### src/rtl/z80_bus_responder.sv
// z80_bus_responder
// Bus slave for an active-high Z80-style CPU bus. It decodes memory, I/O and
// interrupt-acknowledge cycles, stretches each one with per-region wait
// states, drives a 1-cycle-latency synchronous memory, and hosts a small I/O
// block: two scratch registers and a 16-bit opcode-fetch counter with a
// high-byte shadow.
//
// Handshake: a request is REQ = MREQ | IORQ. While REQ is high the responder
// holds WAIT high until the access completes. WAIT is low in the one DONE
// cycle, and that is the cycle in which read data is valid on DI. The CPU must
// keep ADDR/WR/CPU_DO stable only in the first (IDLE) cycle; the responder
// latches them there. Dropping REQ before DONE aborts the access with no side
// effects.
//
// DBG_STATE exposes the FSM state: 0 = IDLE, 1 = CNT, 2 = DONE.
module z80_bus_responder #(
    parameter int unsigned ROM_WS   = 1,
    parameter int unsigned RAM_WS   = 0,
    parameter int unsigned M1_EXTRA = 0,
    parameter int unsigned IO_WS    = 1,
    parameter logic [7:0]  IO_BASE  = 8'h10
) (
    input  logic        CLK,
    input  logic        RESET,
    input  logic [15:0] ADDR,
    input  logic [7:0]  CPU_DO,
    input  logic        WR,
    input  logic        MREQ,
    input  logic        IORQ,
    input  logic        M1,
    output logic [7:0]  DI,
    output logic        WAIT,
    output logic [15:0] MEM_ADDR,
    output logic [7:0]  MEM_DI,
    output logic        MEM_WE,
    output logic        MEM_RE,
    input  logic [7:0]  MEM_DO,
    output logic [15:0] FETCH_CNT,
    output logic [1:0]  DBG_STATE
);

    typedef enum logic [1:0] {
        IDLE = 2'd0,
        CNT  = 2'd1,
        DONE = 2'd2
    } state_t;

    typedef enum logic [1:0] {
        CLS_MEM  = 2'd0,
        CLS_IO   = 2'd1,
        CLS_INTA = 2'd2
    } cls_t;

    // Wait counts are at most 15 + 15, so five bits hold any total.
    localparam logic [4:0] ROM_N = 5'(ROM_WS);
    localparam logic [4:0] RAM_N = 5'(RAM_WS);
    localparam logic [4:0] M1X_N = 5'(M1_EXTRA);
    localparam logic [4:0] IO_N  = 5'(IO_WS);

    state_t      state;
    logic [4:0]  cnt;
    logic [15:0] addr_q;
    logic [7:0]  data_q;
    logic        wr_q;
    logic        m1_q;
    cls_t        cls_q;

    logic [7:0]  scratch0;
    logic [7:0]  scratch1;
    logic [7:0]  shadow;
    logic [15:0] fetch_cnt;

    logic        req;
    cls_t        live_cls;
    logic [4:0]  live_n;
    logic        io_hit;
    logic [7:0]  io_rd;
    logic        strobe;
    logic        stb_wr;

    // Classify the live request and work out how many wait cycles it needs.
    always_comb begin
        req      = MREQ | IORQ;
        live_cls = CLS_MEM;
        if (IORQ) begin
            live_cls = M1 ? CLS_INTA : CLS_IO;
        end
        if (live_cls == CLS_MEM) begin
            live_n = (ADDR[15] ? RAM_N : ROM_N) + (M1 ? M1X_N : 5'd0);
        end else begin
            live_n = IO_N;
        end
    end

    // Access sequencer: latch the request in IDLE, count waits, finish in DONE.
    always_ff @(posedge CLK or posedge RESET) begin
        if (RESET) begin
            state  <= IDLE;
            cnt    <= 5'd0;
            addr_q <= 16'h0000;
            data_q <= 8'h00;
            wr_q   <= 1'b0;
            m1_q   <= 1'b0;
            cls_q  <= CLS_MEM;
        end else begin
            case (state)
                IDLE: begin
                    if (req) begin
                        addr_q <= ADDR;
                        data_q <= CPU_DO;
                        wr_q   <= WR;
                        m1_q   <= M1;
                        cls_q  <= live_cls;
                        cnt    <= live_n;
                        state  <= (live_n == 5'd0) ? DONE : CNT;
                    end
                end
                CNT: begin
                    if (!req) begin
                        // CPU gave up on the cycle: no strobe, no side effects.
                        state <= IDLE;
                    end else begin
                        cnt <= cnt - 5'd1;
                        if (cnt == 5'd1) begin
                            state <= DONE;
                        end
                    end
                end
                DONE: begin
                    state <= IDLE;
                end
                default: begin
                    state <= IDLE;
                end
            endcase
        end
    end

    assign io_hit = (cls_q == CLS_IO) && (addr_q[7:2] == IO_BASE[7:2]);

    // I/O register writes, shadow capture and fetch counting, all at the end of DONE.
    always_ff @(posedge CLK or posedge RESET) begin
        if (RESET) begin
            scratch0  <= 8'h00;
            scratch1  <= 8'h00;
            shadow    <= 8'h00;
            fetch_cnt <= 16'h0000;
        end else if (state == DONE) begin
            if (cls_q == CLS_MEM && m1_q) begin
                fetch_cnt <= fetch_cnt + 16'd1;
            end
            if (io_hit) begin
                if (wr_q) begin
                    case (addr_q[1:0])
                        2'd0:    scratch0  <= data_q;
                        2'd1:    scratch1  <= data_q;
                        2'd2:    fetch_cnt <= 16'h0000;
                        default: ;
                    endcase
                end else if (addr_q[1:0] == 2'd2) begin
                    // Reading the low byte freezes the high byte for a coherent 16-bit read.
                    shadow <= fetch_cnt[15:8];
                end
            end
        end
    end

    // Bus-side outputs: memory strobes, address/data mux, WAIT and read data.
    always_comb begin
        strobe = 1'b0;
        stb_wr = (state == IDLE) ? WR : wr_q;
        if (!RESET && req) begin
            if (state == IDLE) begin
                strobe = (live_cls == CLS_MEM) && (live_n == 5'd0);
            end else if (state == CNT) begin
                strobe = (cls_q == CLS_MEM) && (cnt == 5'd1);
            end
        end
        MEM_RE = strobe && !stb_wr;
        MEM_WE = strobe && stb_wr;

        WAIT = !RESET && req && (state != DONE);

        MEM_ADDR = 16'h0000;
        MEM_DI   = 8'h00;
        if (!RESET) begin
            if (state == IDLE) begin
                MEM_ADDR = ADDR;
                MEM_DI   = CPU_DO;
            end else begin
                MEM_ADDR = addr_q;
                MEM_DI   = data_q;
            end
        end

        case (addr_q[1:0])
            2'd0:    io_rd = scratch0;
            2'd1:    io_rd = scratch1;
            2'd2:    io_rd = fetch_cnt[7:0];
            default: io_rd = shadow;
        endcase

        // Undriven bus reads as 8'hFF; an interrupt ack therefore fetches RST 38h.
        DI = 8'hFF;
        if (!RESET && state == DONE && !wr_q) begin
            if (cls_q == CLS_MEM) begin
                DI = MEM_DO;
            end else if (io_hit) begin
                DI = io_rd;
            end
        end
    end

    assign FETCH_CNT = fetch_cnt;
    assign DBG_STATE = state;

endmodule

### config.mk
export PLATFORM = sky130hd
export DESIGN_NAME = z80_bus_responder
export DESIGN_NICKNAME = d
export VERILOG_FILES = /design/src/rtl/z80_bus_responder.sv
export SDC_FILE = /design/constraint.sdc
export NUM_CORES = 1
export LEC_CHECK = 0
export ABC_CLOCK_PERIOD_IN_PS = 3600
export CAP_MARGIN = 20
export CORE_AREA = 2 2 79 119
export CTS_BUF_LIST = sky130_fd_sc_hd__clkbuf_8
export DETAILED_ROUTE_END_ITERATION = 8
export DIE_AREA = 0 0 81 121
export DONT_BUFFER_PORTS = 1
export REMOVE_ABC_BUFFERS = 1
export SLEW_MARGIN = 20
export SYNTH_ARGS = -nofsm -noshare
export SYNTH_HDL_FRONTEND = slang
export SYNTH_SLANG_ARGS = --single-unit
### constraint.sdc
create_clock -name CLK -period 3.6 [get_ports CLK]
set_clock_uncertainty 0.05 [all_clocks]
set_input_delay 0.72 -clock CLK [delete_from_list [all_inputs] [get_ports CLK]]
set_output_delay 0.72 -clock CLK [all_outputs]
set_load 0.01 [all_outputs]
==> summary.txt, run 1 <==
Outcome
  – Status: finished, final reports clean

GRT
  – Vias in the first global route: between 2000 and 3000
  – GRT Total Usage: 0.204
  – Total congestion overflow: 0
  – First-pass GRT wire length: ~15000 microns
  – Largest net degree at the start of global routing: 39
  – Initial antenna violation count: 0

Cells and area
  – FF+latch area: ~0.0019 sq mm
  – Layout cells sized above 1: 0.237
  – Utilization after layout: 0.480
  – Filler cell count: 851
  – Layout Nets: ~400
  – Area occupied by multi-input gates: around 0.0019 sq mm
  – Ant diodes: 0
  – Syn-to-layout area delta: 8.15%
  – Finished layout cell area: around 0.0042 sq mm

STA
  – Setup TNS: 0 ns
  – Min Tclk post-route: between 2 and 3 ns
  – Hold Fails Final Rpt: 0
  – Fin. max-slew vios: 0
  – Achievable Freq: approximately 350 MHz
  – Fin crit share: 0.792
  – Slew HR: 0.463
  – RSZ-0062 raised after global routing: false
  – Final setup vio count: 0
  – Worst Tran Pin Value: 0.804 ns
  – Hold slack: ~0.36 ns

Placement
  – Placed Instance Area: just under 0.004 sq mm
  – IO Port Bufs: 0
  – DP HPWL: about 7000 microns
  – Placer Congestion: ~0.8

Detailed routing
  – Iter 0 DRT Violations: 96
  – DR vias: approximately 2800
  – Post-detailed-route via-to-cell ratio: around 5.8
  – Routed WL per cell: just under 20 microns
  – Final WL: between 9000 and 10000 microns
  – Residual DRC count: 0
  – Antenna viol nets, final: 0
  – TritonRoute pass-1 iters: 4

Floorplanning
  – Die width: 81 microns
  – Initial Util: 0.443
  – # rows: 42
  – Ports: a little over 90
  – Core area: between 0.008 and 0.009 sq mm
  – Chip height: 121 microns
  – Die area: 0.00980 sq mm

Clocking
  – Setup bufs post-CTS: 0
  – H-tree depth: 3
  – Post-CTS Resized: 0
  – Cts hold-fix bufs: 0
  – Root buffer cell: clkbuf_8
  – Clk slew on worst S/H paths: roughly 0.080 ns
  – CTS sink count: 75
  – Worst-Skew Late Latency: about 0.35 ns
  – Longest Clk Path Bufs: 2
  – CTS tree: done
  – Number of buffers created by CTS: 9

Power
  – VDD IR-drop max: between 0.3 and 0.4 mV
  – Total power: 0.00310 W
  – PD cells: about 740 mW/mm^2
  – Static Leakage: about 1.8 nW

Yosys
  – Cell variety after synth: 41
  – YS warnings: 0
  – Area share of the largest cell type after synthesis: 0.485
  – Area contributors post-synth: dfrtp_1, mux2_2, nand2_1, mux4_2, a21oi_1
  – Most frequent cells after synthesis: dfrtp_1, nand2_1, mux2_2
  – Post-Syn Area per Cell: approximately 10 sq um
  – Cells after synthesis: 372
  – #FFs+latches synth: 75
  – Post-synthesis async set-or-reset flop share: 1.00
  – Post-synth top area cell: dfrtp_1
  – Post-Syn Area: approximately 0.0039 sq mm
  – Post-synth EDFFs: 0
  – Most numerous cell in the Yosys netlist: dfrtp_1
  – Seq/Total Area, Yosys: 0.485
  – Post-synth top flop: dfrtp_1

Setup path
  – Highest-delay cell along the critical path: dfrtp_1
  – Reg2Reg Depth: 4
  – Largest delay share family, worst path: flip-flops
  – WP buf/inv: 0
  – Critical-path cell list: or2_2 -> nand2_1 -> a21oi_1
  – Crit start category: register
  – CP peak stage delay: about 0.74 ns
  – Worst EP arrival: approximately 2.1 ns
  – CP max FO: 25
  – Setup crit end kind: output pin
  – Worst Path Required: 2.83 ns
  – R2R Setup Slk: about 1.1 ns
  – Reg2reg start: DBG_STATE[0]
  – Reg-to-Reg End: FETCH_CNT[15]
  – Worst setup path class: register to output pin

Hold path
  – HP Class: input pin to async pin

Job
  – Max-cap viol count: 0
## flip-flops by register name (all words and copies together) (netlist names)
register and flops:
FETCH_CNT 16, addr_q 16, data_q 8, scratch0 8
scratch1 8, shadow 8, cnt 5, DBG_STATE 2
cls_q 2, m1_q 1, wr_q 1
## cell type report
class | instances | share of cell area
clock buffer | 11 | 0.0362
tap | 110 | 0.0329
sequential | 75 | 0.449
multi-input combinational | 270 | 0.449
inverter | 5 | 0.00449
clock inverter | 5 | 0.0179
timing repair buffer | 6 | 0.0108
## metal layers
| metal | vias to the layer above | wire length, microns | part of all wire | global-route usage |
|---|---|---|---|---|
| met3 | 14 | 570 | 0.061 | 0.0625 |
| li1 | 1304 | - | - | - |
| met2 | 86 | 4830 | 0.52 | 0.342 |
| met1 | 1371 | 3730 | 0.40 | 0.245 |
| met5 | - | 0 | 0 | 0 |
| met4 | 0 | 167 | 0.018 | 0.0731 |
## worst max path at each step
stage / start / endpoint / depth (start not counted)
final: DBG_STATE[0] / MEM_ADDR[1] / 3
after global routing: DBG_STATE[0] / MEM_ADDR[1] / 3
after CTS: DBG_STATE[0] / MEM_ADDR[1] / 3
after detailed placement: DBG_STATE[0] / FETCH_CNT[15] / 4
after global placement: DBG_STATE[0] / MEM_ADDR[1] / 3
after floorplan: DBG_STATE[0] / MEM_RE / 3
## cells in the final DEF (no fill, tap or decap), types with 2 or more instances in the layout
| master | n |
|---|---|
| nor2b_1 | 4 |
| or4_1 | 3 |
| o31ai_1 | 2 |
| a21oi_1 | 30 |
| mux4_2 | 8 |
| xor2_1 | 4 |
| nor2_1 | 18 |
| xnor2_1 | 7 |
| mux2_2 | 48 |
| ha_1 | 3 |
| nand4_1 | 7 |
| clkbuf_8 | 11 |
| buf_4 | 6 |
| or2_2 | 4 |
| nor4_1 | 5 |
| or3_1 | 3 |
| inv_1 | 4 |
| nor3b_1 | 2 |
| nand2_1 | 70 |
| nand3_1 | 5 |
| clkinv_2 | 3 |
| nor3_1 | 7 |
| nor4b_1 | 3 |
| o22ai_1 | 8 |
| bufinv_16 | 2 |
| dfrtp_1 | 75 |
| o21ai_0 | 13 |
| nor2_2 | 2 |
## metrics by stage
step,cells,worst slack (ns)
2_1_floorplan,350,0.910
3_3_place_gp,466,1.12
3_5_place_dp,466,1.11
4_1_cts,482,0.722
5_1_grt,482,0.530
6_report,482,0.749
## logic make-up (layout without fill, tap and decap cells)
| family | count (synthesis) | in the layout | synth area share |
|---|---|---|---|
| and+or+nand+nor | 141 | 141 | 0.177 |
| DFF | 75 | 75 | 0.485 |
| muxes | 58 | 58 | 0.192 |
| AOI/OAI and AO/OA | 57 | 57 | 0.0812 |
| buffers and inverters | 27 | 27 | 0.0304 |
| xor gates and xnor gates | 11 | 11 | 0.0249 |
| adders and majority gates | 3 | 3 | 0.00970 |
## where the power goes
group / internal (W) / switching [W]
clock network: 0.000425 / 0.000323
logic: 0.000453 / 0.000553
registers: 0.00105 / 0.000298
total: 0.00193 / 0.00117
Power figures use the tool's default switching activity.
==> run 2: changes to the inputs <==
--- a/config.mk
+++ b/config.mk
@@ -5,7 +5,7 @@
 export SDC_FILE = /design/constraint.sdc
 export NUM_CORES = 1
 export LEC_CHECK = 0
-export ABC_CLOCK_PERIOD_IN_PS = 3600
+export ABC_CLOCK_PERIOD_IN_PS = 2800
 export CAP_MARGIN = 20
 export CORE_AREA = 2 2 79 119
 export CTS_BUF_LIST = sky130_fd_sc_hd__clkbuf_8
==> constraint.sdc (replaced) <==
create_clock -name CLK -period 2.8 [get_ports CLK]
set_clock_uncertainty 0.05 [all_clocks]
set_input_delay 0.56 -clock CLK [delete_from_list [all_inputs] [get_ports CLK]]
set_output_delay 0.56 -clock CLK [all_outputs]
set_load 0.01 [all_outputs]
==> run 2 against run 1 <==
Against the previous run: non-clock buffer count up 1; clock-buffer cell count shrank 1; sequential share of layout area increased by 0.57 points; core utilization down 0.60 points; sequential power is 26% higher; setup slack got worse by 0.50 ns; combinational power increased by 34%; via count rose by 0.54%; critical path depth stayed put; first-iteration DRC count up 76%; critical path type unchanged; critical endpoint is now DI[3]; highest routed layer unchanged.
==> summary.txt, run 2 (synthesis gave the netlist of run 1 again) <==
Floorplanning
  – Die area: 0.00980 sq mm (unchanged)
  – Ports: 91 (unchanged)
  – Die width: 81 microns (unchanged)
  – Chip height: 121 microns (unchanged)
  – # rows: 42 (unchanged)
  – Initial Util: 0.443 (unchanged)
  – Core area: 0.00872 sq mm (unchanged)

Setup path
  – Highest-delay cell along the critical path: dfrtp_1
  – Crit start category: register
  – Largest delay share family, worst path: flip-flops
  – Worst EP arrival: 1.94 ns (-0.14 ns)
  – WP buf/inv: 0 (unchanged)
  – CP peak stage delay: 0.73 ns (about the same)
  – Critical-path cell list: mux4_2 -> o22ai_1 -> nand2_1
  – Worst Path Required: 2.19 ns (-0.64 ns)
  – Worst setup path class: register to output pin
  – Setup crit end kind: output pin
  – CP max FO: 12 (-52%)

Placement
  – IO Port Bufs: 0 (unchanged)
  – Placer Congestion: 0.857 (+6.7%)
  – DP HPWL: 6620 microns (-3.2%)
  – Dpl cells: 467 (+0.21%)

STA
  – Setup TNS: 0 ns (unchanged)
  – Fin crit share: 0.911
  – Final setup vio count: 0 (unchanged)
  – Hold Fails Final Rpt: 0 (unchanged)
  – Worst Tran Pin Value: 0.721 ns (-0.0830 ns)
  – Min Tclk post-route: 2.55 ns
  – Achievable Freq: approximately 400 MHz
  – RSZ-0062 raised after global routing: false
  – Slew HR: 0.513 (+0.0494)
  – Fin. max-slew vios: 0 (unchanged)
  – Hold slack: 0.150 ns (-0.206 ns)

GRT
  – First-pass GRT wire length: 14900 microns (-1.9%)
  – GRT Total Usage: 0.203 (-0.00149)
  – Initial antenna violation count: 0 (unchanged)
  – Vias in the first global route: 2908 (+1.0%)
  – Total congestion overflow: 0 (unchanged)
  – Largest net degree at the start of global routing: 43 (+10%)

Clocking
  – CTS tree: done
  – CTS sink count: 75 (unchanged)
  – Clk slew on worst S/H paths: 0.07 ns (about the same)
  – Root buffer cell: clkbuf_8
  – Number of buffers created by CTS: 9 (unchanged)
  – Worst-Skew Late Latency: 0.34 ns (about the same)
  – Cts hold-fix bufs: 0 (unchanged)
  – Longest Clk Path Bufs: 2 (unchanged)
  – H-tree depth: 3 (unchanged)

Detailed routing
  – Post-detailed-route via-to-cell ratio: 5.79 (+0.54%)
  – Routed WL per cell: 18.8 microns (-2.7%)
  – Antenna viol nets, final: 0 (unchanged)
  – Iter 0 DRT Violations: 169 (+76%)
  – DR vias: 2790 (+0.54%)
  – Residual DRC count: 0 (unchanged)
  – Final WL: 9050 microns (-2.7%)
  – TritonRoute pass-1 iters: 4 (unchanged)

Power
  – Static Leakage: 1.78 nW (-1.0%)
  – PD cells: 908 mW/mm^2 (+22%)
  – VDD IR-drop max: 0.503 mV (+28%)

Hold path
  – HP Class: input pin to async pin

Cells and area
  – Utilization after layout: 0.474 (-0.00602)
  – Ant diodes: 0 (unchanged)
  – Most common cell after layout, fill and taps aside: dfrtp_1
  – Finished Layout Cells: 482 (unchanged)
  – Layout Nets: 409 (+0.25%)
  – Most frequent cells in the layout: dfrtp_1, nand2_1, mux2_2, a21oi_1, nor2_1
  – Filler cell count: 853 (+0.24%)
  – Syn-to-layout area delta: 6.79%
  – Layout cells sized above 1: 0.234 (-0.00269)

Job
  – Max-cap viol count: 0 (unchanged)

Outcome
  – Status: finished, final reports clean
run 2: cell types whose count changed in the layout (fill, tap and decap cells not counted), sizes merged:
cell | previous run | this run
bufinv | 2 | 0
inv | 5 | 7
buf | 6 | 7
clkbuf | 11 | 10
run 2: through the flow:
stage / instance area [sq um] / power (W) / setup WS, ns
CTS: 4130 / 0.00380 / 0.0207
global placement: 3970 / 0.00304 / 0.331
finish: 4130 / 0.00375 / 0.249
detailed placement: 3970 / 0.00308 / 0.295
floorplan: 3770 / 0.00269 / 0.270
global route: 4130 / 0.00406 / 0.0136
run 2: repair_timing:
item / 4_1_cts / 5_1_grt
endpoints found under the setup margin: 0 / 8
hold endpoints to repair: 0 / 0
gates resized for setup: 0 / 1
setup buffers: 0 / 0
run 2: power breakdown:
part	internal, W	total [W]	leakage, nW	switching (W)
Combinational	0.000594	0.00135	0.712	0.000753
Sequential	0.00135	0.00170	0.976	0.000345
Clock	0.000330	0.000704	0.0943	0.000374
run 2: path summary, 6_finish.rpt:
path / from / to / slack (ns) / depth (start not counted)
max in group asynchronous: RESET / wr_q / 2.14 / 2
worst max register to register: DBG_STATE[1] / FETCH_CNT[15] / 0.48 / 4
worst min-delay path: RESET / addr_q[13] / 0.15 / 2
min in group CLK: ADDR[1] / addr_q[1] / 0.30 / 2
worst min register to register: scratch1[0] / scratch1[0] / 0.45 / 1
worst max-delay path: addr_q[1] / DI[3] / 0.25 / 3
run 2: per-layer routing:
metal | vias to the layer above | GRT usage | part of all wire
li1 | 1320 | - | -
met1 | 1369 | 0.231 | 0.39
met2 | 83 | 0.340 | 0.52
met3 | 18 | 0.0685 | 0.059
met4 | 0 | 0.0869 | 0.031
met5 | - | 0 | 0
run 2: area by class of cell:
cell class,instances,area [sq um],area share
well taps,110,138,0.0333
repair buffers,7,52.6,0.0127
flip-flops and latches,75,1880,0.454
inverters,5,18.8,0.00454
clock buffers,10,138,0.0333
clock inverters,5,22.5,0.00545
multi-input cells,270,1890,0.456
